File: src/rtl/addsub_pipe.sv
// Pipelined add/subtract with valid/ready flow control. Each stage resolves one
// CW-bit chunk and registers the carry into the next stage.
module addsub_pipe #(
  parameter int DWIDTH     = 16,
  parameter int NUM_STAGES = 4
) (
  input  logic              clk,
  input  logic              rst,
  input  logic [DWIDTH-1:0] in1,
  input  logic [DWIDTH-1:0] in2,
  input  logic              op,
  input  logic              cin,
  input  logic              in_valid,
  output logic              in_ready,
  output logic [DWIDTH-1:0] sum,
  output logic              carry,
  output logic              ovf,
  output logic              out_valid,
  input  logic              out_ready,
  output logic              busy
);
  localparam int CW = DWIDTH / NUM_STAGES;

  if ((NUM_STAGES < 1) || (NUM_STAGES > DWIDTH) || ((DWIDTH % NUM_STAGES) != 0)) begin : g_bad_cfg
    $error("addsub_pipe: DWIDTH must be a multiple of NUM_STAGES");
  end

  logic [DWIDTH-1:0]     b_eff;
  logic [NUM_STAGES-1:0] valid_vec;
  logic                  stall;

  assign b_eff    = in2 ^ {DWIDTH{op}};
  assign stall    = out_valid & ~out_ready;
  assign in_ready = ~stall;

  genvar gi;
  for (gi = 0; gi < NUM_STAGES; gi++) begin : g_stage
    // PW: operand bits not yet consumed on entry to this stage (this chunk and above)
    localparam int PW = DWIDTH - gi * CW;
    localparam int SW = (gi + 1) * CW;

    logic [PW-1:0] a_pend;
    logic [PW-1:0] b_pend;
    logic          c_in;
    logic          v_in;
    logic          a_msb_in;
    logic          b_msb_in;
    logic [CW:0]   chunk;
    logic [SW-1:0] s_d, s_q;
    logic          c_d, c_q;
    logic          v_d, v_q;
    logic          a_msb_d, a_msb_q;
    logic          b_msb_d, b_msb_q;

    if (gi == 0) begin : g_src
      assign a_pend   = in1;
      assign b_pend   = b_eff;
      assign c_in     = cin ^ op;
      assign v_in     = in_valid;
      assign a_msb_in = in1[DWIDTH-1];
      assign b_msb_in = b_eff[DWIDTH-1];
      always_comb begin
        s_d = chunk[CW-1:0];
      end
    end else begin : g_src
      assign a_pend   = g_stage[gi-1].g_ops.a_q;
      assign b_pend   = g_stage[gi-1].g_ops.b_q;
      assign c_in     = g_stage[gi-1].c_q;
      assign v_in     = g_stage[gi-1].v_q;
      assign a_msb_in = g_stage[gi-1].a_msb_q;
      assign b_msb_in = g_stage[gi-1].b_msb_q;
      always_comb begin
        s_d = {chunk[CW-1:0], g_stage[gi-1].s_q};
      end
    end

    always_comb begin
      chunk   = {1'b0, a_pend[CW-1:0]} + {1'b0, b_pend[CW-1:0]} + {{CW{1'b0}}, c_in};
      c_d     = chunk[CW];
      v_d     = v_in;
      a_msb_d = a_msb_in;
      b_msb_d = b_msb_in;
    end

    always_ff @(posedge clk or posedge rst) begin
      if (rst) begin
        s_q     <= '0;
        c_q     <= 1'b0;
        v_q     <= 1'b0;
        a_msb_q <= 1'b0;
        b_msb_q <= 1'b0;
      end else if (!stall) begin
        s_q     <= s_d;
        c_q     <= c_d;
        v_q     <= v_d;
        a_msb_q <= a_msb_d;
        b_msb_q <= b_msb_d;
      end
    end

    // Upper operand chunks ride along until the stage that consumes them.
    if (gi < NUM_STAGES - 1) begin : g_ops
      logic [PW-CW-1:0] a_d, a_q;
      logic [PW-CW-1:0] b_d, b_q;

      always_comb begin
        a_d = a_pend[PW-1:CW];
        b_d = b_pend[PW-1:CW];
      end

      always_ff @(posedge clk or posedge rst) begin
        if (rst) begin
          a_q <= '0;
          b_q <= '0;
        end else if (!stall) begin
          a_q <= a_d;
          b_q <= b_d;
        end
      end
    end

    assign valid_vec[gi] = v_q;
  end

  assign sum       = g_stage[NUM_STAGES-1].s_q;
  assign carry     = g_stage[NUM_STAGES-1].c_q;
  assign out_valid = valid_vec[NUM_STAGES-1];
  assign busy      = |valid_vec;
  assign ovf       = (g_stage[NUM_STAGES-1].a_msb_q == g_stage[NUM_STAGES-1].b_msb_q) &
                     (sum[DWIDTH-1] != g_stage[NUM_STAGES-1].a_msb_q);

endmodule

File: config.mk
export PLATFORM = sky130hd
export DESIGN_NAME = addsub_pipe
export DESIGN_NICKNAME = d
export VERILOG_FILES = /design/src/rtl/addsub_pipe.sv
export SDC_FILE = /design/constraint.sdc
export NUM_CORES = 1
export LEC_CHECK = 0
export CORE_ASPECT_RATIO = 0.9
export CORE_UTILIZATION = 52
export DETAILED_ROUTE_END_ITERATION = 8
export PLACE_DENSITY_LB_ADDON = 0.12
export SLEW_MARGIN = 20
export SYNTH_ARGS = -nofsm -noshare
export SYNTH_HDL_FRONTEND = slang
export SYNTH_SLANG_ARGS = --single-unit
File: constraint.sdc
create_clock -name clk -period 8.5 [get_ports clk]
set_input_delay 1.7 -clock clk [delete_from_list [all_inputs] [get_ports clk]]
set_output_delay 1.7 -clock clk [all_outputs]
set_load 0.01 [all_outputs]
# Yosys cells after proc, flatten, opt, wreduce, memory -nomap -nowiden
# Cells that the tools add are included.
[op_classes]
n_addsub = 8
multipliers = 0
n_div = 0
order_cmp = 0
n_eq_ne = 2
n_shift = 0
muxes = 0
bitwise_logic = 6
reduce_logical = 1
[op_table]
columns = ["operator", "n"]
rows = [
  ["adder 4 x 4 -> 5 bit", 4],
  ["adder 5 x 1 -> 5 bit", 4],
  ["bitwise XOR 16 bit", 1],
  ["OR reduction 4 bit", 1],
  ["bitwise AND 1 bit", 2],
  ["NOT 1 bit", 2],
  ["equality test 1 bit", 1],
  ["!= test 1 bit", 1],
  ["bitwise XOR 1 bit", 1],
]
[totals]
regBits = 104
latchBits = 0
ramBits = 0
mem_bits_ro = 0
in_bits = 38
out_inout_bits = 21
elab_cells = 43
memories = 0

# Depth between registers and ports, before layout
# Gate-level depths: netlist of run 1.
[logic_depth]
word_depth = 3
mapped_depth = 8
ltp_nobuf = 6

# Least setup slack after synthesis of run 1
# Ideal clock, no wire load.
[synth_path]
path_kind = "input -> output"
from = "input out_ready"
to = "output in_ready"
arrival_ns = 2.199
required_time_ns = 6.800
path_slack_ns = 4.601
path_stages = 5
path_buffers = 3
path_cell_list = "nor2b_4 buf_6 inv_2 buf_6 buf_6"
[synth_between]
elab_chain_cells = 3
[synth_lines]
columns = ["item", "line", "rtl"]
rows = [
  ["start, declared", "19", "input logic out_ready,"],
  ["NOT 1 bit", "33", "assign stall = out_valid & ~out_ready;"],
  ["bitwise AND 1 bit", "33", ""],
  ["NOT 1 bit", "34", "assign in_ready = ~stall;"],
  ["end, declared", "14", "output logic in_ready,"],
]
# No other way between the ends.

# Worst setup path after layout of run 1
# Ends and elaborated chain as after synthesis.

==> results of run 1 <==
[area by class of cell]
class | count | area (um2) | area share [%]
clock buffer | 9 | 124 | 2.40
clock inverter | 7 | 71.3 | 1.38
inverter | 11 | 43.8 | 0.850
multi-input combinational | 329 | 1730 | 33.7
sequential | 98 | 2450 | 47.6
tap | 99 | 124 | 2.40
timing repair buffer | 61 | 603 | 11.7
[metal layers]
layer  global-route usage (%)  vias to the layer above  part of all wire (%)
met3                     5.00                        8                   3.8
li1                         -                     1536                     -
met1                     22.2                     1380                    48
met4                     5.75                        0                   1.3
met5                        0                        -                     0
met2                     30.2                       49                    47
[stage by stage]
step           setup slack [ns]  util, %
2_1_floorplan              4.24        -
3_3_place_gp               3.40     60.9
3_5_place_dp               3.41     60.9
4_1_cts                    3.40     63.3
5_1_grt                    3.30     63.3
6_report                   3.42     63.3
[placed cells by master, fill, tap and decap left out, types with 2 or more instances in the layout]
cell,synthesis,layout
fa_1,8,8
buf_4,1,3
clkbuf_8,0,9
o21a_1,2,2
xnor2_1,13,13
a21oi_2,5,5
a21oi_1,7,7
xor2_1,10,10
dfrtp_1,98,98
ha_1,12,12
o21ai_2,6,6
nor2b_1,3,3
a21o_1,5,5
inv_6,0,2
o21ai_0,21,21
nand2_1,221,221
inv_8,0,2
inv_1,10,9
nor2_1,10,10
clkinvlp_4,0,2
clkdlybuf4s50_1,0,58
[power by group]
part	internal, uW	switching [uW]
logic	311	347
registers	673	115
clock network	115	174
[state kept, by name, indices dropped and copies added, names as in the netlist]
register	cells
g_stage.a_msb_q	4
sum	16
out_valid	1
g_stage.v_q	3
g_stage.g_ops.a_q	21
g_stage.b_msb_q	4
g_stage.c_q	3
carry	1
g_stage.g_ops.b_q	21
g_stage.s_q	24
[worst min-delay path, delay by kind of cell (launching register included)]
| kind | cells | cell delay [ns] |
|---|---|---|
| flops | 1 | 0.35 |
| simple gates | 2 | 0.10 |
[final timing paths]
| kind | from | endpoint | slack, ns | cells after the start |
|---|---|---|---|---|
| max | out_ready | in_ready | 3.42 | 4 |
| min | g_stage[1].b_msb_q | g_stage[2].b_msb_q | 0.47 | 2 |
| max reg2reg | out_valid | g_stage[2].c_q | 6.39 | 4 |
| min reg2reg | g_stage[1].b_msb_q | g_stage[2].b_msb_q | 0.47 | 2 |
| max in group asynchronous | rst | g_stage[0].g_ops.a_q[6] | 5.69 | 3 |
| min in group asynchronous | rst | g_stage[2].v_q | 1.66 | 2 |
[cell families (layout without fill, tap and decap cells)]
group           count (synthesis)  count (layout)  share of synthesized area [%]
compound gates                 48              48                           6.87
xor+xnor                       23              23                           4.55
simple gates                  238             238                           20.8
fa+ha+maj                      20              20                           7.01
flops                          98              98                           55.4
buf+inv                        35              88                           5.40
==> tab_implementation.tex, run 1 <==
\begin{tabular}{lr}
\hline
Metric & Value \\
\hline
\multicolumn{2}{l}{\textbf{STA}} \\
Final hold violation count & 0 \\
Number of pins with negative max-slew slack in the final report & 0 \\
RSZ-0062 raised after global routing & no \\
Max\_slew headroom & between 30\% and 40\% \\
Post-Route Setup TNS & 0 ns \\
Final setup violation count & 0 \\
Hold Worst Slack & 0.473 ns \\
Time the worst path needs with I/O delays and setup & 5.08 ns \\
Worst setup skew after layout & 0.0102 ns \\
Maximum frequency from static timing analysis & 197 MHz \\
Part of the cycle the worst path needs & between 50\% and 60\% \\
Tightest Pin Transition & 0.930 ns \\
\multicolumn{2}{l}{\textbf{GRT}} \\
Antenna violations before repair & 0 \\
Remaining global-route overflow & 0 \\
Number of global-route vias before repair & 2772 \\
Global-route usage over all layers & roughly 18\% \\
Largest net degree at the start of global routing & 92 \\
Wire length of the first global-routing pass & 12.2 mm \\
\multicolumn{2}{l}{\textbf{Power and ir drop}} \\
Power density relative to cell area & around 340 nW/um2 \\
Worst VDD drop & around 200 uV \\
Overall power of the completed layout & 1730 uW \\
LEAKAGE & roughly 0.0025 uW \\
\multicolumn{2}{l}{\textbf{Route}} \\
DRC violations left & 0 \\
Total Wirelength & 6.99 mm \\
Number of vias per cell & 4.84 \\
Number of nets with antenna violations after routing & 0 \\
First-pass detailed-route iteration total & 4 \\
Iteration-0 DRC count of the detailed router & 170 \\
Routed WL per cell & 11.4 um \\
Total via count after detailed routing & 2973 \\
\multicolumn{2}{l}{\textbf{Setup path}} \\
Data arrival time of the critical path & 3.38 ns \\
Critical Path, Cell by Cell & clkdlybuf4s50\_1 > nor2b\_4 > inv\_2 > clkdlybuf4s50\_1 \\
Most frequent cell on the critical path & clkdlybuf4s50\_1 \\
Critical path required time & 6.80 ns \\
Critical path capture point type & output port \\
Critical path's slowest cell & nor2b\_4 \\
Worst Setup Start Kind & input port \\
Critical path peak fanout & 38 \\
Setup CP Type & input port to output port \\
Buf+Inv Stages, Crit Path & 3 \\
Stage delay of the slowest cell on the critical path & 0.65 ns \\
Critical path's top delay family & buffers and inverters \\
\multicolumn{2}{l}{\textbf{Floorplanning}} \\
Starting Density & 54.3\% \\
Core ar. & roughly 8100 um2 \\
Die ar. & between 8000 and 9000 um2 \\
Y dimension of the die & about 90 um \\
Number of standard-cell rows in the floorplan & 31 \\
Die Wd & approximately 99 um \\
IO Pins & 59 \\
\multicolumn{2}{l}{\textbf{Placement}} \\
Gp weighted congestion & 0.770 \\
Number of buffers added on ports & 58 \\
Post-DP HPWL & approximately 4.8 mm \\
Area post-placement & 4960 um2 \\
Placed Cells incl. Taps & between 500 and 600 \\
\multicolumn{2}{l}{\textbf{Clock network}} \\
Clock tree buffer depth & 2 \\
Clock sink count & 98 \\
Root buffer cell & clkbuf\_8 \\
Worst-Skew Late Latency & 0.36 ns \\
H-tree levels & 3 \\
Post-CTS Resized & 0 \\
Buffers inserted by post-CTS timing repair & 0 \\
Number of hold buffers added after CTS & 0 \\
Clock tree from TritonCTS & yes \\
Clock transition time at the flip-flop clock pins of the worst setup and hold paths & 0.11 ns \\
Total CTS buffers & 9 \\
\multicolumn{2}{l}{\textbf{Layout}} \\
Layout Cell Area excl Fill & 5150 um2 \\
Ant. Diodes & 0 \\
Number of non-filler instances in the completed layout & between 600 and 700 \\
Filler cell count & 726 \\
Net total in the final layout & 568 \\
Area growth from synthesis to layout & 16.4\% \\
Fraction of layout instances using a drive strength above 1 & 6.41\% \\
\multicolumn{2}{l}{\textbf{Run status}} \\
Status & finished, final reports clean \\
\multicolumn{2}{l}{\textbf{Synth}} \\
Share of the yosys chip area belonging to registers & 55.4\% \\
Prevailing post-synth register cell & dfrtp\_1 \\
Most frequent cells after synthesis & 221 x nand2\_1, 98 x dfrtp\_1, 21 x o21ai\_0 \\
Number of nets produced by synthesis & 520 \\
Number of flops mapped to enable cells by yosys & 0 \\
Count of synthesis-stage warnings from yosys & 0 \\
Synth cell types & 26 \\
Cells after Synth & 462 \\
Synthesized area divided by synthesized cell count & 9.58 um2 \\
Post-synthesis instance area & 4430 um2 \\
Cell with the most instances after synthesis & nand2\_1 \\
Post-synthesis register bit count & 98 \\
Share of flip-flops with an asynchronous set or reset & 100\% \\
Synth area leaders & dfrtp\_1 55\%, nand2\_1 19\%, fa\_1 3.6\% \\
Fraction of synthesized cell area taken by the top area cell type & 55.4\% \\
Biggest area consumer among synthesized cells & dfrtp\_1 \\
\multicolumn{2}{l}{\textbf{Run}} \\
Max-cap check violation count & 0 \\
\multicolumn{2}{l}{\textbf{Min path}} \\
Path category of the worst min-delay check & flop to flop \\
\hline
\end{tabular}
No activity file was read; power rests on OpenSTA's default activity.
==> run 2: changes to the inputs <==
--- a/config.mk
+++ b/config.mk
@@ -6,7 +6,7 @@
 export NUM_CORES = 1
 export LEC_CHECK = 0
 export CORE_ASPECT_RATIO = 0.9
-export CORE_UTILIZATION = 52
+export CORE_UTILIZATION = 49
 export DETAILED_ROUTE_END_ITERATION = 8
 export PLACE_DENSITY_LB_ADDON = 0.12
 export SLEW_MARGIN = 20
==> constraint.sdc (replaced) <==
create_clock -name clk -period 4.5 [get_ports clk]
set_input_delay 0.9 -clock clk [delete_from_list [all_inputs] [get_ports clk]]
set_output_delay 0.9 -clock clk [all_outputs]
set_load 0.01 [all_outputs]
==> run 2 against run 1 <==
Effect of this change:
- setup slack lost 2.1 ns
- sequential power is 89% higher
- sequential share of layout area fell by 0.39 points
- non-clock buffer count grew 2
- first-iteration DRC count fell by 31%
- clock skew up 0.00095 ns
- total power up 90%
- critical endpoint unchanged
- largest power group unchanged
- highest routed layer unchanged
==> tab_implementation.tex, run 2 (synthesis gave the netlist of run 1 again) <==
\begin{tabular}{lr}
\hline
Metric & Value \\
\hline
\multicolumn{2}{l}{\textbf{Layout}} \\
Max reg flops & 24 (unchanged) \\
Fraction of layout instances using a drive strength above 1 & 6.58\% (was 6.41\%) \\
Most frequent standard cell in the layout excluding fill and tap cells & nand2\_1 (unchanged) \\
Area growth from synthesis to layout & 17.4\% (was 16.4\%) \\
Ant. Diodes & 0 (unchanged) \\
Number of non-filler instances in the completed layout & 636 (was 614) \\
Reg with most FFs & g\_stage.s\_q (unchanged) \\
Net total in the final layout & 570 (was 568) \\
Most used cells in the layout excluding fill and tap cells & 221 x nand2\_1, 98 x dfrtp\_1, 58 x clkdlybuf4s50\_1 (unchanged) \\
Layout Cell Area excl Fill & 5190 um2 (was 5150 um2) \\
Registers with the most flip-flops & g\_stage.s\_q x24, g\_stage.g\_ops.a\_q x21, g\_stage.g\_ops.b\_q x21 (unchanged) \\
\multicolumn{2}{l}{\textbf{Setup path}} \\
Destination of the critical timing path & in\_ready (unchanged) \\
Critical path required time & 3.60 ns (was 6.80 ns) \\
Worst setup slack for register-to-register paths & 2.52 ns (was 6.39 ns) \\
Capture point of the worst reg-to-reg path & sum[14] (was g\_stage[2].c\_q) \\
Worst Setup Start Kind & input port (unchanged) \\
Critical path capture point type & output port (unchanged) \\
Worst R2R Path Depth & 6 (was 4) \\
Critical path peak fanout & 23 (was 38) \\
Data arrival time of the critical path & 2.25 ns (was 3.38 ns) \\
Launch point of the worst path & out\_ready (unchanged) \\
Reg-to-reg critical path startpoint & out\_valid (unchanged) \\
Setup CP Type & input port to output port (unchanged) \\
\multicolumn{2}{l}{\textbf{Clock network}} \\
H-tree levels & 3 (unchanged) \\
Clock tree buffer depth & 2 (unchanged) \\
Root buffer cell & clkbuf\_8 (unchanged) \\
Number of hold buffers added after CTS & 0 (unchanged) \\
Total CTS buffers & 9 (unchanged) \\
Clock sink count & 98 (unchanged) \\
Buffers inserted by post-CTS timing repair & 0 (unchanged) \\
Clock tree from TritonCTS & yes (unchanged) \\
Clock transition time at the flip-flop clock pins of the worst setup and hold paths & 0.08 ns (was 0.11 ns) \\
Post-CTS Resized & 0 (unchanged) \\
Worst-Skew Late Latency & 0.36 ns (about the same) \\
\multicolumn{2}{l}{\textbf{Floorplanning}} \\
IO Pins & 59 (unchanged) \\
Number of standard-cell rows in the floorplan & 32 (was 31) \\
Y dimension of the die & 92.2 um (was 89.5 um) \\
Core ar. & 8650 um2 (was 8150 um2) \\
Starting Density & 51.2\% (was 54.3\%) \\
Die Wd & 102 um (was 99.2 um) \\
Die ar. & 9420 um2 (was 8880 um2) \\
\multicolumn{2}{l}{\textbf{STA}} \\
Post-Route Setup TNS & 0 ns (unchanged) \\
Maximum frequency from static timing analysis & 317 MHz \\
Part of the cycle the worst path needs & 70.0\% \\
Time the worst path needs with I/O delays and setup & 3.15 ns \\
Max\_slew headroom & 37.1\% (was 37.8\%) \\
Worst setup skew after layout & 0.0111 ns (was 0.0102 ns) \\
RSZ-0062 raised after global routing & no (unchanged) \\
Number of pins with negative max-slew slack in the final report & 0 (unchanged) \\
Final hold violation count & 0 (unchanged) \\
Final setup violation count & 0 (unchanged) \\
Tightest Pin Transition & 0.943 ns (was 0.930 ns) \\
\multicolumn{2}{l}{\textbf{GRT}} \\
Number of global-route vias before repair & 2888 (was 2772) \\
Wire length of the first global-routing pass & 12.8 mm (was 12.2 mm) \\
Remaining global-route overflow & 0 (unchanged) \\
Antenna violations before repair & 0 (unchanged) \\
Global-route usage over all layers & 17.5\% (was 17.7\%) \\
Largest net degree at the start of global routing & 92 (unchanged) \\
\multicolumn{2}{l}{\textbf{Placement}} \\
Post-DP HPWL & 4.71 mm (was 4.79 mm) \\
Placed Cells incl. Taps & 620 (was 598) \\
Area post-placement & 5000 um2 (was 4960 um2) \\
Gp weighted congestion & 0.736 (was 0.770) \\
Number of buffers added on ports & 58 (unchanged) \\
\multicolumn{2}{l}{\textbf{Route}} \\
First-pass detailed-route iteration total & 4 (unchanged) \\
Number of vias per cell & 4.67 (was 4.84) \\
DRC violations left & 0 (unchanged) \\
Routed WL per cell & 11.4 um (about the same) \\
Number of nets with antenna violations after routing & 0 (unchanged) \\
Total via count after detailed routing & 2970 (was 2973) \\
Iteration-0 DRC count of the detailed router & 118 (was 170) \\
Total Wirelength & 7.26 mm (was 6.99 mm) \\
\multicolumn{2}{l}{\textbf{Min path}} \\
Path category of the worst min-delay check & flop to flop (unchanged) \\
Hold path cells & 2 (unchanged) \\
\multicolumn{2}{l}{\textbf{Run}} \\
Max-cap check violation count & 0 (unchanged) \\
\multicolumn{2}{l}{\textbf{Power and ir drop}} \\
LEAKAGE & 0.00255 uW (was 0.00254 uW) \\
Worst VDD drop & 361 uV (was 200 uV) \\
Power density relative to cell area & 635 nW/um2 (was 337 nW/um2) \\
\multicolumn{2}{l}{\textbf{Run status}} \\
Status & finished, final reports clean (unchanged) \\
\hline
\end{tabular}
run 2: report_power, final:
group / internal [uW] / switching, uW / leakage, uW
Clock: 258 / 299 / 0.0000925
Sequential: 1270 / 218 / 0.00118
Combinational: 589 / 661 / 0.00127
Total: 2120 / 1180 / 0.00255
run 2: layer usage:
| metal | part of all wire (%) | vias to the layer above | GRT usage [%] |
|---|---|---|---|
| met5 | 0 | - | 0 |
| met4 | 0.91 | 0 | 4.52 |
| met3 | 4.6 | 10 | 5.56 |
| met2 | 45 | 62 | 28.2 |
| met1 | 49 | 1367 | 22.8 |
| li1 | - | 1531 | - |
run 2: worst min-delay path by stage:
stage,startpoint,endpoint,slack [ns]
2_1_floorplan,g_stage[0].a_msb_q,g_stage[0].a_msb_q,0.44
3_3_place_gp,sum[2],sum[2],0.45
3_5_place_dp,g_stage[1].g_ops.b_q[4],g_stage[1].g_ops.b_q[4],0.46
4_1_cts,g_stage[1].s_q[0],g_stage[2].s_q[0],0.47
5_1_grt,g_stage[1].s_q[0],g_stage[2].s_q[0],0.49
6_report,g_stage[1].g_ops.b_q[5],g_stage[1].g_ops.b_q[5],0.47
run 2: per-stage QoR:
stage,util (%),hold slack [ns],setup WS (ns),total power [uW]
after global routing,60.1,0.485,1.31,3600
after detailed placement,57.8,0.455,1.28,2780
after floorplan,-,0.439,1.04,2410
after CTS,60.0,0.470,1.34,3340
final,60.1,0.469,1.35,3300
after global placement,57.8,0.449,1.31,2740
run 2: area by class of cell:
| cell class | count | area, um2 |
|---|---|---|
| clock buffer | 10 | 128 |
| timing repair buffer | 63 | 618 |
| tap | 119 | 149 |
| sequential | 98 | 2450 |
| inverter | 11 | 46.3 |
| multi-input combinational | 329 | 1730 |
| clock inverter | 6 | 67.6 |
| fill | 782 | 3450 |
run 2: critical path, stage by stage:
cell and delay (ns):
clkdlybuf4s50_1 0.50, nor2b_4 0.04, buf_4 0.20, inv_2 0.08, clkdlybuf4s50_1 0.52
